`src/rtl/demux_stream.sv`:
```
// demux_stream: three-way valid/ready stream demultiplexer.
//
// Each packet goes to output channel u, v or w. The route is decoded from
// s0/s1 on the first beat: s1=1 selects w, s1=0/s0=1 selects v, and
// s1=0/s0=0 selects u. The route is then held until the packet's last beat.
// Each channel is a one-entry registered slot, so every output comes
// straight from a flop.
//
// Parameters:
//   WIDTH            payload bits per beat (1..32)
// Ports:
//   clk, rst         rising-edge clock, synchronous active-high reset
//   in_data/in_valid/in_last/in_ready   input stream
//   s0, s1           route select, sampled on a packet's first beat only
//   x_data/x_last/x_valid (out), x_ready (in)   channel x in {u, v, w}
// Optional feature (macro DEMUX_STREAM_COUNT_EN):
//   u_pkts/v_pkts/w_pkts  8-bit wrapping count of last beats leaving each channel
module demux_stream #(
  parameter int unsigned WIDTH = 8
) (
  input  logic             clk,
  input  logic             rst,
  input  logic [WIDTH-1:0] in_data,
  input  logic             in_valid,
  input  logic             in_last,
  input  logic             s0,
  input  logic             s1,
  output logic             in_ready,
  output logic [WIDTH-1:0] u_data,
  output logic             u_last,
  output logic             u_valid,
  input  logic             u_ready,
  output logic [WIDTH-1:0] v_data,
  output logic             v_last,
  output logic             v_valid,
  input  logic             v_ready,
  output logic [WIDTH-1:0] w_data,
  output logic             w_last,
  output logic             w_valid,
  input  logic             w_ready
`ifdef DEMUX_STREAM_COUNT_EN
  ,
  output logic [7:0]       u_pkts,
  output logic [7:0]       v_pkts,
  output logic [7:0]       w_pkts
`endif
);

  typedef enum logic {
    IDLE,
    BUSY
  } state_t;

  typedef enum logic [1:0] {
    ROUTE_U = 2'd0,
    ROUTE_V = 2'd1,
    ROUTE_W = 2'd2
  } route_t;

  state_t state, state_nxt;
  route_t route_q, route_nxt;
  route_t live_route, target;
  logic   accept;
  logic   target_free;

  // Live decode of the select inputs; s1 takes priority over s0.
  always_comb begin
    live_route = ROUTE_U;
    if (s1) begin
      live_route = ROUTE_W;
    end else if (s0) begin
      live_route = ROUTE_V;
    end
  end

  // State register
  always_ff @(posedge clk) begin
    if (rst) begin
      state   <= IDLE;
      route_q <= ROUTE_U;
    end else begin
      state   <= state_nxt;
      route_q <= route_nxt;
    end
  end

  // Next-state logic
  always_comb begin
    state_nxt = state;
    route_nxt = route_q;
    case (state)
      IDLE: begin
        // A single-beat packet never opens a packet; only multi-beat
        // packets latch their route.
        if (accept && !in_last) begin
          state_nxt = BUSY;
          route_nxt = live_route;
        end
      end
      BUSY: begin
        if (accept && in_last) begin
          state_nxt = IDLE;
        end
      end
      default: state_nxt = IDLE;
    endcase
  end

  // Output logic: target selection and input handshake.
  // A slot can take a beat when it is empty or is being drained on this same
  // edge, which gives full throughput with a one-entry slot.
  always_comb begin
    target      = (state == BUSY) ? route_q : live_route;
    target_free = 1'b0;
    case (target)
      ROUTE_U: target_free = !u_valid || u_ready;
      ROUTE_V: target_free = !v_valid || v_ready;
      ROUTE_W: target_free = !w_valid || w_ready;
      default: target_free = 1'b0;
    endcase
    in_ready = !rst && target_free;
    accept   = in_valid && in_ready;
  end

  // Channel slots. A load takes precedence over a drain so that fill and
  // drain on the same edge leave the slot full with the new beat.
  always_ff @(posedge clk) begin
    if (rst) begin
      u_data  <= '0;
      u_last  <= 1'b0;
      u_valid <= 1'b0;
    end else if (accept && (target == ROUTE_U)) begin
      u_data  <= in_data;
      u_last  <= in_last;
      u_valid <= 1'b1;
    end else if (u_valid && u_ready) begin
      u_valid <= 1'b0;
    end
  end

  always_ff @(posedge clk) begin
    if (rst) begin
      v_data  <= '0;
      v_last  <= 1'b0;
      v_valid <= 1'b0;
    end else if (accept && (target == ROUTE_V)) begin
      v_data  <= in_data;
      v_last  <= in_last;
      v_valid <= 1'b1;
    end else if (v_valid && v_ready) begin
      v_valid <= 1'b0;
    end
  end

  always_ff @(posedge clk) begin
    if (rst) begin
      w_data  <= '0;
      w_last  <= 1'b0;
      w_valid <= 1'b0;
    end else if (accept && (target == ROUTE_W)) begin
      w_data  <= in_data;
      w_last  <= in_last;
      w_valid <= 1'b1;
    end else if (w_valid && w_ready) begin
      w_valid <= 1'b0;
    end
  end

`ifdef DEMUX_STREAM_COUNT_EN
  // Packet counters: one count per last beat leaving the channel; wraps.
  always_ff @(posedge clk) begin
    if (rst) begin
      u_pkts <= '0;
      v_pkts <= '0;
      w_pkts <= '0;
    end else begin
      if (u_valid && u_ready && u_last) u_pkts <= u_pkts + 8'd1;
      if (v_valid && v_ready && v_last) v_pkts <= v_pkts + 8'd1;
      if (w_valid && w_ready && w_last) w_pkts <= w_pkts + 8'd1;
    end
  end
`endif

endmodule

```
`config.mk`:
```
export PLATFORM = sky130hd
export DESIGN_NAME = demux_stream
export DESIGN_NICKNAME = d
export VERILOG_FILES = /design/src/rtl/demux_stream.sv
export SDC_FILE = /design/constraint.sdc
export NUM_CORES = 1
export LEC_CHECK = 0
export BUFFER_PORTS_ARGS = -buffer_cell sky130_fd_sc_hd__buf_2
export CAP_MARGIN = 20
export CORE_MARGIN = 2
export CORE_UTILIZATION = 35
export DETAILED_ROUTE_END_ITERATION = 8
export GPL_ROUTABILITY_DRIVEN = 0
export PLACE_DENSITY = 0.64
export SLEW_MARGIN = 10
export SYNTH_ARGS = -nofsm -noshare
export SYNTH_HDL_FRONTEND = slang
export SYNTH_SLANG_ARGS = --single-unit
```
`constraint.sdc`:
```
create_clock -name clk -period 4 [get_ports clk]
set_clock_uncertainty 0.1 [all_clocks]
set_input_delay 0.4 -clock clk [delete_from_list [all_inputs] [get_ports clk]]
set_output_delay 0.4 -clock clk [all_outputs]
set_load 0.005 [all_outputs]
```
==> impl_summary.md, run 1 <==
Worst setup path
For flop-to-flop paths, the worst setup slack is between 1500 and 2000 ps. The endpoint type of the worst setup path is a register. The required time of the critical path is slightly above 4000 ps. The worst setup path is of the register to register kind. The slowest stage of the critical path is the sky130_fd_sc_hd__o31ai_4 cell. Walking the worst path, the cells encountered are nor3_1 > o21ba_2 > o31ai_4 > o21ai_0 > a21oi_1. STA classifies the critical path startpoint as a register. The critical path capture point is u_last. The depth of the worst register-to-register path is 5. The capture instance of the worst register-to-register path is u_last. The maximum fanout along the worst path is 31. The critical path data arrival time is between 2000 and 3000 ps.

The largest stage delay on the critical path is between 900 and 1000 ps.

Yosys
After synthesis the cells add up to 0.001456 mm². The share of flip-flops with an asynchronous set or reset after synthesis is 0. The number of nets in the synthesized netlist is approximately 180. The share of synthesized cell area in and, or, nand and nor gates is 0.1847.

The mean instance size in the synthesized netlist is 8.773 µm². By instance count, the leading cell after synthesis is sky130_fd_sc_hd__dfxtp_1. The count of distinct cell types in the synthesized netlist is 32. The library cell occupying the most area in the post-synthesis netlist is sky130_fd_sc_hd__dfxtp_1.

The proportion of netlist area held by the largest area contributor is 0.4536. The fraction of synthesized area in multiplexers is 0.01460. The share of synthesized area occupied by flip-flops and latches is 0.4536. The most frequently used flop master after synthesis is sky130_fd_sc_hd__dfxtp_1. After synthesis, the largest family of logic cells by area is compound AO/OA/AOI/OAI gates. By area the synthesized netlist is led by sky130_fd_sc_hd__dfxtp_1, sky130_fd_sc_hd__a21oi_1, sky130_fd_sc_hd__nand3_1, sky130_fd_sc_hd__o21ai_1, sky130_fd_sc_hd__buf_6. Of the total synthesized cell area, the portion taken by full adders, half adders and majority gates is 0. The synthesis warning total is 0. The compound-cell area share of the yosys netlist is 0.2801. The synthesized design contains 33 register bits.

The cell count after synthesis is 166. The count of flip-flops with a built-in enable after synthesis is 0. The commonest cells after synthesis are sky130_fd_sc_hd__dfxtp_1, sky130_fd_sc_hd__a21oi_1, sky130_fd_sc_hd__nand3_1. The post-synthesis xor/xnor area fraction is 0.

Global routing
The number of antenna violations at the first check in global routing came to 0. The number of global-route vias before repair is roughly 1100. Entering global routing, the biggest net connects 33 pins. The overall routing resource usage is 0.1531.

The first global-routing pass estimated ~5.4 mm of wire. After global routing the overflow that remains totals 0.

Detailed routing
The wire length reported by the detailed router is about 3.5 mm. The DRC marker count from the first detailed-route iteration is ~100. The final route contains approximately 1300 vias. In the routed design, unresolved DRC markers number 0. The post-detailed-route wirelength per cell is 13.58 µm. The post-route antenna net violation count is 0. Dividing the detail-routed via count by the number of cells gives approximately 5.1. The total iterations of the first detailed-routing run is 4.

Die
The starting utilization of the core area is 0.3641. The site row count is 23. The die footprint is ~0.0047 mm². The horizontal die dimension is about 69 µm. The placeable core region is 0.004000 mm². From bottom edge to top edge, the die measures 68.51 µm. between 40 and 50 I/O pins were placed.

Layout
0 antenna diodes ended up in the layout. The proportion of layout cells with a drive suffix above 1 is 0.2967. After routing the design area is roughly 0.0017 mm². For this run, the post-layout net count is between 200 and 250. Relative to the synthesized area, the layout overhead comes to 19.67%.

The final-layout fill cell count is between 400 and 500.

STA
Setup repair after global routing left no endpoint under its margin. The actual transition at the worst max-transition pin is about 1100 ps. Hold is met by 292.4 ps.

The count of endpoints failing hold in the final timing report is 0. The post-route minimum period is 2464 ps. After routing, the total negative slack on setup checks comes to 0 ps. Measured against its own limit, the worst slew margin works out to 0.2594. The portion of the clock cycle consumed by the worst path in the final layout is 0.6161.

Setup violations remaining at the end of the flow were counted as 0. For this run, the top clock speed supported by timing is roughly 400 MHz. The max-slew violation count came to 0.

Place
The number of buffers inserted by port buffering is 47. The placed instance area is 0.001660 mm². The placed wire-length estimate after detailed placement is approximately 2.4 mm.

Power and ir drop
The reported leakage power is 0.7067 nW. For this design the ratio of total power to cell area is around 390 mW/mm². The worst-case IR drop observed on VDD is between 0.15 and 0.2 mV.

Clocking
The sink count of the clock tree is 33. Once the clock tree was built, the setup fixing pass inserted 0 buffers. The clock tree root driver cell is sky130_fd_sc_hd__clkbuf_8.

The clock transition at the registers of the reported paths is roughly 70 ps. Hold repair after CTS inserted 0 buffers. The quantity of gates resized following cts is 0.

The CTS tree is yes. The total clock buffers created by CTS is 5. The clock latency of the later-clocked register in the worst-skew pair is 280 ps. The maximum clock path buffer count is 2.

The clock tree synthesis step divided the H-tree into 2 levels.

Run
The max-cap check violation count is 0.

Hold path
The class of the worst hold path is input port to register.

Outcome
The flow ran to the end, and the final reports show no timing, DRC or antenna violations.
-- cell families (layout without fill, tap and decap cells) --
kind of cell,count (synthesis),in the layout
AND/OR/NAND/NOR,51,51
AO/OA/AOI/OAI,67,67
multiplexers,2,2
buffers and inverters,13,56
flip-flops,33,33
-- final cells by class --
cell class / count / area, µm² / area share
clock inverter: 2 / 10.01 / 0.005743
timing repair buffer: 47 / 235.2 / 0.1350
tap: 50 / 62.56 / 0.03589
multi-input combinational: 120 / 698.2 / 0.4006
clock buffer: 6 / 72.57 / 0.04164
inverter: 1 / 3.754 / 0.002154
sequential: 33 / 660.6 / 0.3790
-- critical path: cells and delay by family (launching register included) --
family	cells	cell delay [ps]
AO/OA/AOI/OAI	4	1550
flip-flops	1	610
AND/OR/NAND/NOR	1	140
-- placed cells by master (no fill, tap or decap), drive strengths merged, types with 2 or more instances in the layout --
master  netlist  routed
clkbuf        4       6
and2          2       2
a21oi        31      31
nand3        29      29
dfxtp        33      33
o31a          2       2
nor2          6       6
clkinv        0       2
nand2         3       3
buf           8      47
nor2b         4       4
o21ai        28      28
o311ai        2       2
-- registers in the layout, indices dropped and copies added (netlist names), named ones only --
register	flops
w_valid	1
u_valid	1
v_valid	1
w_last	1
v_last	1
u_last	1
u_data	8
w_data	8
route_q	2
v_data	8
-- how the worst min path moves through the flow --
| stage | cells past startpoint | slack (ps) | startpoint | to |
|---|---|---|---|---|
| 2_1_floorplan | 2 | 370 | u_data[1] | u_data[1] |
| 3_3_place_gp | 2 | 360 | u_data[2] | u_data[2] |
| 3_5_place_dp | 2 | 360 | w_data[5] | w_data[5] |
| 4_1_cts | 3 | 280 | in_data[6] | w_data[6] |
| 5_1_grt | 3 | 290 | in_data[6] | v_data[6] |
| 6_report | 3 | 290 | in_data[1] | w_data[1] |
-- report_power, final --
group,internal [W],switching [W],total [W]
Sequential,0.000339,0.00000833,0.000347
Combinational,0.0000341,0.0000622,0.0000963
Clock,0.000121,0.000121,0.000242
Total,0.000494,0.000192,0.000685
-- metal layers --
metal	global-route usage	wire length [µm]	up-vias
li1	-	-	688
met1	0.2092	1739	584
met2	0.2308	1552	35
met3	0.03247	163	7
met4	0.06750	61	0
met5	0	0	-
-- per-stage QoR --
step / std cells / setup slack, ps / total power (W) / util
after global routing: 259 / 1337 / 0.0007169 / 0.4357
after CTS: 259 / 1560 / 0.0006917 / 0.4357
after global placement: 251 / 1592 / 0.0004513 / 0.4151
final: 259 / 1536 / 0.0006854 / 0.4357
after detailed placement: 251 / 1576 / 0.0004508 / 0.4151
after floorplan: 166 / 2285 / 0.0004254 / -
No activity file was read; power rests on OpenSTA's default activity.
==> run 2: changes to the inputs <==
- ABC_AREA: unset -> 1
- PLACE_DENSITY: 0.64 -> 0.65
- clock period: 4 -> 2.4 ns (I/O delays scaled with it)
==> run 2 against run 1 <==
Against the previous run:
- clock power is 130% higher
- final cell count is 5.0% higher
- die area is 11% lower
- first-iteration DRC count is 64% lower
- cell area is 2.7% lower
- worst setup slack worse by 920 ps
- hold slack worse by 210 ps
- critical path depth is 5 higher
- critical endpoint is now w_data[5]
==> impl_summary.md, run 2 <==
STA
The number of failing setup endpoints in the final timing report is 0. The max-slew violation count came to 0. The sum of negative setup slack is 0 ps.

The hold slack is around 83 ps. In this run the tightest slew margin relative to its limit is 0.8252. The portion of the clock cycle consumed by the worst path in the final layout is 0.7443. The count of endpoints failing hold in the final timing report is 0.

Setup repair after global routing left no endpoint under its margin. At the pin with the least slew margin, the transition time is between 200 and 300 ps. Static timing analysis puts the maximum clock frequency at 559.8 MHz.

The smallest clock period supported by the final layout is computed as ~1800 ps.

Hold path
The class of the worst hold path is input port to register.

Yosys
The share of flip-flops with an asynchronous set or reset after synthesis is 0. The synthesized design spends more area on one cell type than any other, namely sky130_fd_sc_hd__dfxtp_1. The count of flip-flops with a built-in enable after synthesis is 0. The synthesis warning total is 0. sky130_fd_sc_hd__nor2_1 is the most common cell in the netlist. Of the post-synthesis cell area, the dominant cell type holds 0.5146. For this run, the register share of the synthesized area comes to 0.5146. In the synthesized netlist the dominant register cell turns out to be sky130_fd_sc_hd__dfxtp_1.

Synthesis inferred 33 register bits. The number of nets in the synthesized netlist is approximately 190. The mean instance size in the synthesized netlist is 7.507 µm². The cell count after synthesis is about 170. In the post-synthesis netlist, the biggest area contributors are sky130_fd_sc_hd__dfxtp_1, sky130_fd_sc_hd__nor2_1, sky130_fd_sc_hd__o21ai_0, sky130_fd_sc_hd__inv_1, sky130_fd_sc_hd__nand2_1. After synthesis the cells add up to roughly 0.0013 mm². In the synthesized netlist, the cells that appear most often are sky130_fd_sc_hd__nor2_1, sky130_fd_sc_hd__dfxtp_1, sky130_fd_sc_hd__o21ai_0. Counting distinct cell types in the post-synthesis netlist gives 15.

Global routing
Entering global routing, the biggest net connects 32 pins. In the global route stage, met1 resource usage came out at 0.2199. The number of antenna violations at the first check in global routing is 0. Across every metal layer, demand over resource in global routing totals 0.1702.

The total overflow left after global routing is 0. The wire length of the first global-routing pass is ~5.4 mm. The peak-usage layer in the global routing report is met2. For this run, global-route usage on met2 was measured as 0.2552.

The number of global-route vias before repair came to 1157. The met3 track demand over resource in global routing is 0.06250.

Clocking
The post-CTS repair timing setup buffer count is 0. The clock transition at the registers of the reported paths is approximately 70 ps. The total clock buffers created by CTS is 5.

The clock tree root driver cell is sky130_fd_sc_hd__clkbuf_8. The number of levels in the clock H-tree is 2. The number of buffers added to fix hold violations after cts is 0. The maximum clock path buffer count is 2.

The quantity of gates resized following cts is 0. The clock latency of the later-clocked register in the worst-skew pair is just under 300 ps. The sink count of the clock tree is 33. The CTS tree is yes.

Power and ir drop
The share of total power dissipated in sequential elements is 0.465. Of the total power, the share spent switching nets is 0.2357. The internal power of the cells totals between 0.0009 and 0.001 W. The combinational fraction of design power is 0.092. The analysis attributes to cell leakage a power of just under 0.9 nW.

Total power for the finished layout comes to between 0.001 and 0.0015 W. IR analysis of the VDD net gives a maximum drop of between 0.4 and 0.5 mV. In this run the power density over the cells is between 700 and 800 mW/mm². The power spent charging and discharging nets is between 0.0002 and 0.0003 W.

The clock power share is 0.442.

Detailed routing
The detailed-route via count is 1223. The post-route antenna net violation count is 0. The post-detailed-route wirelength per cell is 11.82 µm. The wire length reported by the detailed router is about 3.2 mm. For this run, design rule violations remaining after detail routing come to 0.

The DRC marker count from the first detailed-route iteration is 36. The total iterations of the first detailed-routing run is 4. After detailed routing, the number of vias per cell comes to between 4 and 5.

Layout
The finished layout holds between 200 and 300 standard cells, fillers aside. After the last flow step, the layout net total stands at 240. The area growth from synthesis to final layout is 32.07%. The area taken by flip-flops and latches is ~660 µm². In the final layout, the share of cells above drive strength 1 is 0.3080. The largest registers in the layout are u_data: 8 flops, v_data: 8 flops, w_data: 8 flops.

The multi-input combinational cells in the finished layout cover a total of 550.5 µm². The layout has between 300 and 400 filler cells. The top cell types in the final layout, fill and taps aside, are sky130_fd_sc_hd__nor2_1, sky130_fd_sc_hd__buf_2, sky130_fd_sc_hd__dfxtp_1, sky130_fd_sc_hd__o21ai_0.

The number of antenna diodes in the final layout is 0. The commonest non-fill, non-tap cell in the layout is sky130_fd_sc_hd__nor2_1.

Worst setup path
Counting both buffers and inverters, the worst setup path holds a total of 2. The startpoint-to-endpoint class of the critical path is register to register. The endpoint type of the worst setup path is a register. Data arrives at the worst endpoint at about 1900 ps. At the worst endpoint, the required time is 2480 ps. Traced cell by cell, the critical path runs through inv_2 > nand3_2 > nand2_1 > nand3_1 > nand3_2 > nand3_4 > nor2_4 > inv_2 > nor2_1 > nor2_1. The largest stage delay on the critical path is roughly 350 ps. The highest-delay cell along the critical path is sky130_fd_sc_hd__dfxtp_1. The maximum fanout along the worst path is 10. The worst setup path is launched from a register. The cell family contributing the most delay on the critical path is simple AND/OR/NAND/NOR gates.

Die
The die is ~65 µm tall. The floorplan has 22 rows. The die covers around 0.0042 mm². The starting utilization of the core area is 0.3560.

The number of ports placed on the die boundary is between 40 and 50. The region available for standard cell placement spans 0.003606 mm². The die is roughly 65 µm wide.

Outcome
The run finished with clean final reports.

Place
Summed over all nets, the half-perimeter wirelength after detailed placement is 2.374 mm. After detailed placement, the design holds a cell count of between 200 and 300. Buffers placed on the I/O ports in this run total 47.

Run
The max-cap check violation count is 0.
## run 2: changes by cell type after synthesis, moves of 4 or more
cell,change
sky130_fd_sc_hd__nor2_1,+57
sky130_fd_sc_hd__a21oi_1,-26
sky130_fd_sc_hd__nand3_1,-26
sky130_fd_sc_hd__o21ai_1,-16
sky130_fd_sc_hd__o21ai_0,+15
sky130_fd_sc_hd__inv_1,+10
sky130_fd_sc_hd__nand2_1,+8
sky130_fd_sc_hd__buf_6,-6
sky130_fd_sc_hd__inv_2,+4
sky130_fd_sc_hd__nor2b_1,-4
## run 2: path summary, 6_finish.rpt
check / endpoint / depth (start not counted) / slack, ps / startpoint
worst max-delay path: w_data[5] / 10 / 610 / register
worst min-delay path: v_valid / 2 / 80 / rst
worst max register to register: w_data[5] / 10 / 610 / register
worst min register to register: w_valid / 2 / 400 / w_valid
## run 2: stage by stage
step,area [µm²],worst slack (ps),util
4_1_cts,1695,595.1,0.4702
3_3_place_gp,1575,640.7,0.4368
6_report,1695,613.6,0.4702
2_1_floorplan,1284,880.8,-
5_1_grt,1695,413.9,0.4702
3_5_place_dp,1575,612.0,0.4368
## run 2: final cells by class
cell class | count | area share
clock inverters | 2 | 0.02214
multi-input cells | 119 | 0.3247
clock buffers | 6 | 0.04871
well taps | 48 | 0.03542
inverters | 16 | 0.03616
flip-flops and latches | 33 | 0.3897
repair buffers | 48 | 0.1432
## run 2: power groups by stage
stage | combinational (W) | sequential, W | clock, W
after global placement | 0.000115 | 0.000591 | 0
after floorplan | 0.0000610 | 0.000592 | 0
final | 0.000115 | 0.000578 | 0.000550
after detailed placement | 0.000116 | 0.000591 | 0
after global routing | 0.000131 | 0.000581 | 0.000594
after CTS | 0.000117 | 0.000579 | 0.000559
## run 2: cell families after synthesis
group / synth area share
buffers and inverters: 0.05652
AO/OA/AOI/OAI: 0.1209
AND/OR/NAND/NOR: 0.3080
flip-flops: 0.5146
## run 2: worst register-to-register path, stage by stage (launching register included)
cell and delay (ps):
sky130_fd_sc_hd__dfxtp_1 350, sky130_fd_sc_hd__inv_2 100, sky130_fd_sc_hd__nand3_2 100, sky130_fd_sc_hd__nand2_1 130, sky130_fd_sc_hd__nand3_1 100, sky130_fd_sc_hd__nand3_2 120, sky130_fd_sc_hd__nand3_4 130, sky130_fd_sc_hd__nor2_4 240
sky130_fd_sc_hd__inv_2 150, sky130_fd_sc_hd__nor2_1 120, sky130_fd_sc_hd__nor2_1 50
## run 2: metal layers
layer	part of all wire	wire length, µm
met4	0.015	48
met1	0.49	1570
met5	0	0
met3	0.073	235
met2	0.42	1360
==> run 3: changes to the inputs <==
- ABC_AREA: 1 -> 0
- PLACE_DENSITY: 0.65 -> 0.66
- clock period: 2.4 -> 1.53 ns (I/O delays scaled with it)
==> run 3 against run 2 <==
Against the previous run:
- the flow now finishes with violations (negative setup slack)
- sequential power grew 57%
- non-clock buffer count rose by 36
- cell area is 39% higher
- fmax is 1.6% lower
- first-iteration DRC count grew to 4.0 times the previous value
- global-route usage increased by 4.9 points
- power is 83% higher
- final cell count up 9.9%
- sequential share of layout area shrank 10 points
- wire length increased by 56%
- die area rose by 13%
==> impl_summary.md, run 3 (synthesis results as in run 1) <==
Outcome
The flow ran to the end, but the final reports show violations. The checks that failed: negative setup slack.

Place
The placed wire-length estimate after detailed placement is approximately 2.7 mm. The worst slack at placement is -257.8 ps. The number of buffers inserted by port buffering is 47.

Global routing
The number of global-route vias before repair is ~1600. The first global-routing pass estimated 7.458 mm of wire. The overall routing resource usage is 0.2191.

The pin count of the biggest net entering global routing is 32. The total overflow left after global routing is 0. The number of antenna violations at the first check in global routing was 0.

Layout
The utilization after layout is 0.5877. The net count of the finished layout is 265. In the final layout, the registers with the most flip-flops are u_data: 8 flops, v_data: 8 flops, w_data: 8 flops.

The number of antenna diodes in the final layout is 0. Compared with the post-synthesis result, the final layout area differs by 61.43%. Leaving out fill and tap cells, the most frequent cells in the layout are sky130_fd_sc_hd__buf_2, sky130_fd_sc_hd__dfxtp_1, sky130_fd_sc_hd__buf_4, sky130_fd_sc_hd__a21oi_1, sky130_fd_sc_hd__nand3_1. The proportion of layout cells with a drive suffix above 1 is 0.5823.

Leaving out fill and tap cells, the most frequent cell in the layout is sky130_fd_sc_hd__buf_2.

Die
The initial utilization of the core area, before any placement, comes to 0.3641. The die footprint is around 0.0047 mm². The floorplan step set the die width to 68.51 µm. Pin placement for this block handled 48 I/O pins. The placeable core region is about 0.004 mm². From bottom edge to top edge, the die measures around 70 µm. The site row count is 23.

STA
The maximum achievable frequency is 550.6 MHz. The number of failing setup endpoints in the final timing report is 34. The post-route minimum period is roughly 1800 ps. Of the available clock period, the critical path in the final layout requires 1.187. The actual transition at the worst max-transition pin is 372.8 ps. The count of endpoints failing hold in the final timing report was 0. The worst pin sits at a relative slew slack of 0.7515.

The minimum setup slack in the final design is -286.2 ps. The max-slew violation count came to 0. The sum of negative setup slack is -8263 ps. Setup repair after global routing could not meet its margin everywhere.

Detailed routing
The wire length reported by the detailed router is ~5 mm. Detailed routing inserted a total of roughly 1600 vias. After detailed routing, the average wire length per cell comes to 16.75 µm. The total iterations of the first detailed-routing run is 4. The post-route antenna net violation count is 0. The DRC marker count from the first detailed-route iteration is around 150. The DRC violation count after routing is 0. The average vias per placed instance is between 5 and 6.

Clocking
Clock tree synthesis found a total of 33 sinks. After clock tree synthesis, the flow added hold-fix buffers numbering 0. The clock latency of the later-clocked register in the worst-skew pair is around 290 ps. Buffers inserted during clock tree synthesis total 5. Clock tree synthesis selected as its root buffer the cell sky130_fd_sc_hd__clkbuf_8. The CTS tree is yes.

The clock tree synthesis step divided the H-tree into 2 levels. Counting along the longest clock path gives a buffer depth of 2. The clock transition at the registers of the reported paths is approximately 70 ps.

Power and ir drop
The power per cell area is between 900 and 1000 mW/mm². The reported leakage power is just under 1 nW. The maximum VDD drop is 0.4974 mV.

Hold path
In this run the worst hold path is classified as input port to register.

Worst setup path
STA classifies the critical path startpoint as a register. The critical path in this run is classified as register to register. The maximum fanout along the worst path is 8.

The critical path data arrival time is ~1900 ps. The worst setup path is captured at a register. The required time of the critical path is 1600 ps.

Run
Across the run, the number of max-cap violations was 0.
run 3: changes by cell type in the layout (fill, tap and decap cells not counted), moves of 20 or more:
cell                      change
sky130_fd_sc_hd__nor2_1      -58
sky130_fd_sc_hd__a21oi_1     +21
sky130_fd_sc_hd__nand3_1     +21
sky130_fd_sc_hd__buf_4       +27
sky130_fd_sc_hd__o21ai_0     -27
sky130_fd_sc_hd__o21ai_2     +20
run 3: routing by layer:
layer	wire length, µm	up-vias	track usage
met2	2500	87	0.3690
met4	66	0	0.07250
met3	476	10	0.06656
met1	1964	757	0.2648
met5	0	-	0
li1	-	786	-
run 3: worst paths after layout:
kind	from	end	slack, ps	cells past startpoint
setup reg to reg	register	u_data[2]	-290	7
setup / recovery	register	u_data[2]	-290	7
hold reg to reg	v_data[7]	v_data[7]	360	2
hold / removal	in_data[7]	u_data[7]	30	3
run 3: area by class of cell:
type / count / area [µm²]
clock buffers: 6 / 82.58
clock inverters: 2 / 37.54
fillers: 361 / 1649
inverters: 1 / 3.754
multi-input cells: 123 / 930.9
flip-flops and latches: 33 / 669.4
well taps: 50 / 62.56
repair buffers: 84 / 564.3
run 3: where the power goes:
part           internal, W  leakage (nW)  switching [W]
registers         0.000886         0.269      0.0000227
clock network     0.000529        0.0574       0.000347
logic             0.000220         0.638       0.000272
total              0.00164         0.965       0.000642
run 3: metrics by stage:
| step | area (µm²) | hold WS, ps | std cells | total power [W] |
|---|---|---|---|---|
| after detailed placement | 1858 | 340.2 | 272 | 0.001256 |
| after global routing | 2351 | 31.83 | 299 | 0.002363 |
| final | 2351 | 28.78 | 299 | 0.002278 |
| after floorplan | 1475 | 156.7 | 166 | 0.001119 |
| after CTS | 2231 | 22.98 | 297 | 0.002229 |
| after global placement | 1858 | 339.6 | 272 | 0.001253 |
run 3: critical path, stage by stage (launching register included):
cell and delay [ps]:
sky130_fd_sc_hd__dfxtp_4 370, sky130_fd_sc_hd__or3b_4 390, sky130_fd_sc_hd__a21oi_4 220, sky130_fd_sc_hd__o31ai_4 120, sky130_fd_sc_hd__buf_4 160, sky130_fd_sc_hd__buf_6 140, sky130_fd_sc_hd__o21ai_2 130, sky130_fd_sc_hd__a21oi_1 60
run 3: repair_timing:
action                                 4_1_cts  5_1_grt
cloned                                       3        1
setup endpoints to repair                   34       34
pin swaps                                   23       18
resized for setup                           39       31
endpoints found under the hold margin        0        0
setup buffers                               14        5
